**config.mk**
```make
export PLATFORM = sky130hd
export DESIGN_NAME = commit_tag_freelist
export DESIGN_NICKNAME = d
export VERILOG_FILES = /design/src/rtl/commit_tag_freelist.sv
export SDC_FILE = /design/constraint.sdc
export NUM_CORES = 2
export LEC_CHECK = 0
export BUFFER_PORTS_ARGS = -buffer_cell sky130_fd_sc_hd__buf_2
export CORE_ASPECT_RATIO = 0.9
export CORE_UTILIZATION = 56
export DETAILED_ROUTE_END_ITERATION = 10
export PLACE_DENSITY = 0.82
export SLEW_MARGIN = 5
export SYNTH_ARGS = -nofsm -noshare
export SYNTH_HDL_FRONTEND = slang
export SYNTH_SLANG_ARGS = --single-unit
```
**constraint.sdc**
```tcl
create_clock -name clk -period 16.1 [get_ports clk]
set_input_delay 1.61 -clock clk [delete_from_list [all_inputs] [get_ports clk]]
set_output_delay 1.61 -clock clk [all_outputs]
set_load 0.01 [all_outputs]
```
**src/rtl/commit_tag_freelist.sv**
```systemverilog
// Committed alias table plus circular free-tag FIFO between ROB commit and rename.
// Displaced tags are pushed at tail; rename allocates at specHead; a flush rewinds specHead to comHead.
module commit_tag_freelist #(
  parameter int unsigned WIDTH     = 3,
  parameter int unsigned NUM_NAMES = 32,
  parameter int unsigned NUM_TAGS  = 64
) (
  input  logic                  clk,
  input  logic                  rst,
  input  logic [WIDTH-1:0]      IN_comValid,
  input  logic [WIDTH-1:0][5:0] IN_comNmDst,
  input  logic [WIDTH-1:0][6:0] IN_comTagDst,
  input  logic                  IN_flush,
  input  logic [WIDTH-1:0]      IN_allocReq,
  output logic [WIDTH-1:0][5:0] OUT_allocTag,
  output logic                  OUT_allocStall,
  output logic [5:0]            OUT_freeCount
);
  localparam int unsigned FL_DEPTH = NUM_TAGS - NUM_NAMES;
  localparam int unsigned IDX_W    = $clog2(FL_DEPTH);
  localparam int unsigned PTR_W    = IDX_W + 1;
  localparam int unsigned NM_W     = $clog2(NUM_NAMES);

  logic [6:0]       rat_c [NUM_NAMES];
  logic [5:0]       fifo  [FL_DEPTH];
  logic [PTR_W-1:0] tail, spec_head, com_head;

  logic [WIDTH-1:0]            lane_act, lane_push, lane_adv;
  logic [WIDTH-1:0][6:0]       old_tag;
  logic [WIDTH-1:0][PTR_W-1:0] push_ptr;
  logic [PTR_W-1:0]            push_cnt, adv_cnt;
  logic [PTR_W-1:0]            req_cnt, free_cnt, occ;

  // Old tag of a lane is forwarded from the newest older lane writing the same name.
  always_comb begin
    lane_act  = '0;
    lane_push = '0;
    lane_adv  = '0;
    old_tag   = '0;
    push_ptr  = '0;
    push_cnt  = '0;
    adv_cnt   = '0;
    for (int unsigned i = 0; i < WIDTH; i++) begin
      lane_act[i] = IN_comValid[i] && (IN_comNmDst[i] != '0);
      old_tag[i]  = rat_c[IN_comNmDst[i][NM_W-1:0]];
      for (int unsigned j = 0; j < i; j++) begin
        if (lane_act[j] && (IN_comNmDst[j] == IN_comNmDst[i]))
          old_tag[i] = IN_comTagDst[j];
      end
      lane_push[i] = lane_act[i] && !old_tag[i][6];
      lane_adv[i]  = lane_act[i] && !IN_comTagDst[i][6];
      push_ptr[i]  = tail + push_cnt;
      if (lane_push[i]) push_cnt = push_cnt + PTR_W'(1);
      if (lane_adv[i])  adv_cnt  = adv_cnt + PTR_W'(1);
    end
  end

  always_comb begin
    req_cnt      = '0;
    OUT_allocTag = '0;
    for (int unsigned i = 0; i < WIDTH; i++) begin
      OUT_allocTag[i] = fifo[IDX_W'(spec_head + req_cnt)];
      if (IN_allocReq[i]) req_cnt = req_cnt + PTR_W'(1);
    end
    free_cnt       = tail - spec_head;
    occ            = tail - com_head;
    OUT_allocStall = (req_cnt > free_cnt) || IN_flush;
    OUT_freeCount  = 6'(free_cnt);
  end

  always_ff @(posedge clk) begin
    if (rst) begin
      for (int unsigned i = 0; i < NUM_NAMES; i++) rat_c[i] <= 7'(i);
      for (int unsigned k = 0; k < FL_DEPTH; k++)  fifo[k]  <= 6'(NUM_NAMES + k);
      tail      <= PTR_W'(FL_DEPTH);
      spec_head <= '0;
      com_head  <= '0;
    end else begin
      for (int unsigned i = 0; i < WIDTH; i++) begin
        if (lane_act[i])  rat_c[IN_comNmDst[i][NM_W-1:0]] <= IN_comTagDst[i];
        if (lane_push[i]) fifo[push_ptr[i][IDX_W-1:0]]   <= old_tag[i][5:0];
      end
      tail     <= tail + push_cnt;
      com_head <= com_head + adv_cnt;
      if (IN_flush)
        spec_head <= com_head + adv_cnt;
      else if (!OUT_allocStall)
        spec_head <= spec_head + req_cnt;
    end
  end

  always_ff @(posedge clk) begin
    if (!rst) begin
      assert ((push_cnt == '0) || ({1'b0, free_cnt} + {1'b0, push_cnt} <= (PTR_W+1)'(FL_DEPTH)))
        else $error("push into a full free list");
      assert (occ <= PTR_W'(FL_DEPTH))
        else $error("tail - comHead exceeds free-list depth");
    end
  end
endmodule

```
==> flow_metrics.env <==
export IMPL_ys_top_cells_by_area="edfxtp_1 34%, mux4_2 20%, mux2i_1 9.9%, nor2_1 3.7%, nand2_1 3.4%"
export IMPL_drcViolationCount=0
export IMPL_port_buffers=72
export IMPL_antenna_found_initial=12
export IMPL_mostFrequentLayoutCell="edfxtp_1"
export IMPL_numCtsBuffers=49
export IMPL_avgSynthCellArea_sq_um=10.82
export IMPL_required_ns=16.41
export IMPL_rsz0062_at_grt="false"
export IMPL_ys_ff_latch=439
export IMPL_path_cells="buf_4 -> buf_4 -> xor2_1 -> nor4_2 -> nand4_2 -> and4_1 -> a21oi_4 -> inv_1 -> ha_1 -> ha_1 -> inv_1 -> fa_1 -> nor2b_1 -> nand3_1 -> nand2_1"
export IMPL_cellLeakagePower_nw=12.92
export IMPL_max_slew_margin_pct=8.212
export IMPL_grt_util_all_layers_pct=45.00
export IMPL_async_reset_ff_share_pct=0
export IMPL_power_density_nw_per_um2=101.4
export IMPL_vias_per_cell=7.980
export IMPL_ctsResizeCount=0
export IMPL_finalHoldViolCount=0
export IMPL_rows=88
export IMPL_grt_pass1_vias=30140
export IMPL_combPwrFrac_pct=35.0
export IMPL_cts_hold_buf=0
export IMPL_die_height_microns=245.2
export IMPL_grt_max_degree=58
export IMPL_synth_main_ff_cell="edfxtp_1"
export IMPL_postCtsSetupBuffers=0
export IMPL_slew_violations=0
export IMPL_core_region_area_sq_um=64520
export IMPL_syn_to_final_growth_pct=6.050
export IMPL_critical_path_class="input port to flop"
export IMPL_cts_max_level=2
export IMPL_status="complete, no violations"
export IMPL_synth_top_area_cell="edfxtp_1"
export IMPL_period_share_pct=53.43
export IMPL_p_int_mw=2.466
export IMPL_vias=33160
export IMPL_drive_above_1_share_pct=20.40
export IMPL_setup_viol=0
export IMPL_p_sw_mw=1.490
export IMPL_gr_total_overflow=0
export IMPL_hold_path_class="flop to flop"
export IMPL_synth_edf_count=416
export IMPL_yosysWarnings=0
export IMPL_synth_cell_types=78
export IMPL_maxCapViolCount=0
export IMPL_critPathMaxFanout=41
export IMPL_seq_power_share_pct=35.6
export IMPL_total_power_mw=3.956
export IMPL_cpPeakStageDelay_ns=1.00
export IMPL_drt_total_wl_microns=152500
export IMPL_postSynthNetCount=3486
export IMPL_dr_pass1_iters=9
export IMPL_final_nets=3338
export IMPL_hpwl_microns=103500
export IMPL_cp_slowest_cell="nor2b_1"
export IMPL_p_clk_share_pct=29.3
export IMPL_syn_inst=3401
export IMPL_cts_tree="yes"
export IMPL_clk_latency_ns=0.65
export IMPL_fin_skew_ns=0.04052
export IMPL_end_kind="flop"
export IMPL_yosysTopAreaCellShare_pct=33.95
export IMPL_max_freq_mhz=116.3
export IMPL_p_sw_share_pct=37.67
export IMPL_final_cell_mix="416 x edfxtp_1, 365 x mux2i_1, 360 x nor2_1, 335 x nand2_1, 330 x mux4_2"
export IMPL_numClockSinks=439
export IMPL_die_w_microns=272.2
export IMPL_worstPathArrival_ns=8.91
export IMPL_grt_pass1_wl_microns=214500
export IMPL_detail_route_antenna_nets=0
export IMPL_boundaryPins=73
export IMPL_die_area_sq_um=66730
export IMPL_yosysSeqAreaShare_pct=35.20
export IMPL_first_iter_violations=6841
export IMPL_setup_tns_final_ns=0
export IMPL_vdd_ir_drop_worst_v=0.0001342
export IMPL_cts_clk_slew_worst_paths_ns=0.06
export IMPL_cts_buffer_depth=3
export IMPL_wl_per_cell_microns=36.70
export IMPL_clock_root_buffer="clkbuf_16"
export IMPL_fin_crit_ns=8.602
export IMPL_startpoint_type="input port"
export IMPL_synth_area_sq_um=36790
export IMPL_gp_congestion=1.113
export IMPL_initial_utilization_pct=57.03
export IMPL_tightest_slew_ns=1.372
worst max-delay path, delay by kind of cell:
| family | cells | cell delay [ns] |
|---|---|---|
| fa+ha+maj | 3 | 1.37 |
| compound gates | 1 | 0.94 |
| xor+xnor | 1 | 0.19 |
| simple gates | 6 | 3.33 |
| buf+inv | 4 | 1.40 |
synthesized netlist by cell type (all sizes together) (27+ instances only):
cell,instances
or4,27
nand3,66
mux4,330
buf,132
nor2b,37
mux2,119
nor2,364
ha,31
o21ai,145
edfxtp,416
nor3,97
o22ai,98
or3,28
a22oi,152
mux2i,365
nand2,335
clkbuf,204
a21oi,145
inv,34
cells by family (layout without fill, tap and decap cells):
kind of cell	after synthesis	after routing	share of synthesized area, %
adder cells (fa/ha/maj)	37	37	1.381
other	0	11	0
multiplexers	814	814	33.77
AO/OA/AOI/OAI	631	631	10.76
flip-flops	439	439	35.20
XOR/XNOR	41	41	0.9760
buffers and inverters	372	260	4.339
AND/OR/NAND/NOR	1067	1067	13.58
final timing paths:
check | from | cells after the start | slack, ns | endpoint
max | IN_comNmDst[0] | 15 | 7.50 | fifo[23][4]$_DFFE_PP_
min | com_head[5]$_SDFF_PP0_ | 2 | 0.50 | com_head[5]$_SDFF_PP0_
max reg2reg | rat_c[15][6]$_DFFE_PP_ | 13 | 9.92 | fifo[23][4]$_DFFE_PP_
min reg2reg | com_head[5]$_SDFF_PP0_ | 2 | 0.50 | com_head[5]$_SDFF_PP0_
layer usage:
layer	track usage [%]	routed length, microns
met4	18.49	8738
met1	59.82	51020
met2	60.48	59890
met3	24.32	32730
met5	0.5117	91
state kept, by name, indices dropped and copies added (netlist names), named ones only:
name / cells
com_head: 6
rat_c: 224
tail: 6
fifo: 192
spec_head: 6
power by group through the flow:
stage               Combinational (mW)  Sequential [mW]  Clock (mW)
floorplan                        0.831             1.37           0
global placement                  1.28             1.42           0
detailed placement                1.29             1.43           0
CTS                               1.29             1.40        1.14
global route                      1.38             1.41        1.18
finish                            1.39             1.41        1.16
stage by stage:
stage	hold slack (ns)	cell area, sq um	std cells	setup WS, ns	util, %
floorplan	0.4642	36790	3401	9.871	-
global placement	0.4840	37410	4057	7.340	57.99
detailed placement	0.4855	37410	4057	7.252	57.99
CTS	0.5037	38990	4144	7.833	60.43
global route	0.5506	39000	4146	7.356	60.44
finish	0.5034	39020	4155	7.498	60.48
final cells by class:
cell class,count,area (sq um)
Antenna cell,11,27.53
Clock buffer,65,1359
Clock inverter,22,219.0
Fill cell,5145,25500
Inverter,36,135.1
Multi-Input combinational cell,2590,22390
Sequential cell,439,12960
Tap cell,855,1070
Timing Repair Buffer,137,858.3
Power figures use the tool's default switching activity.
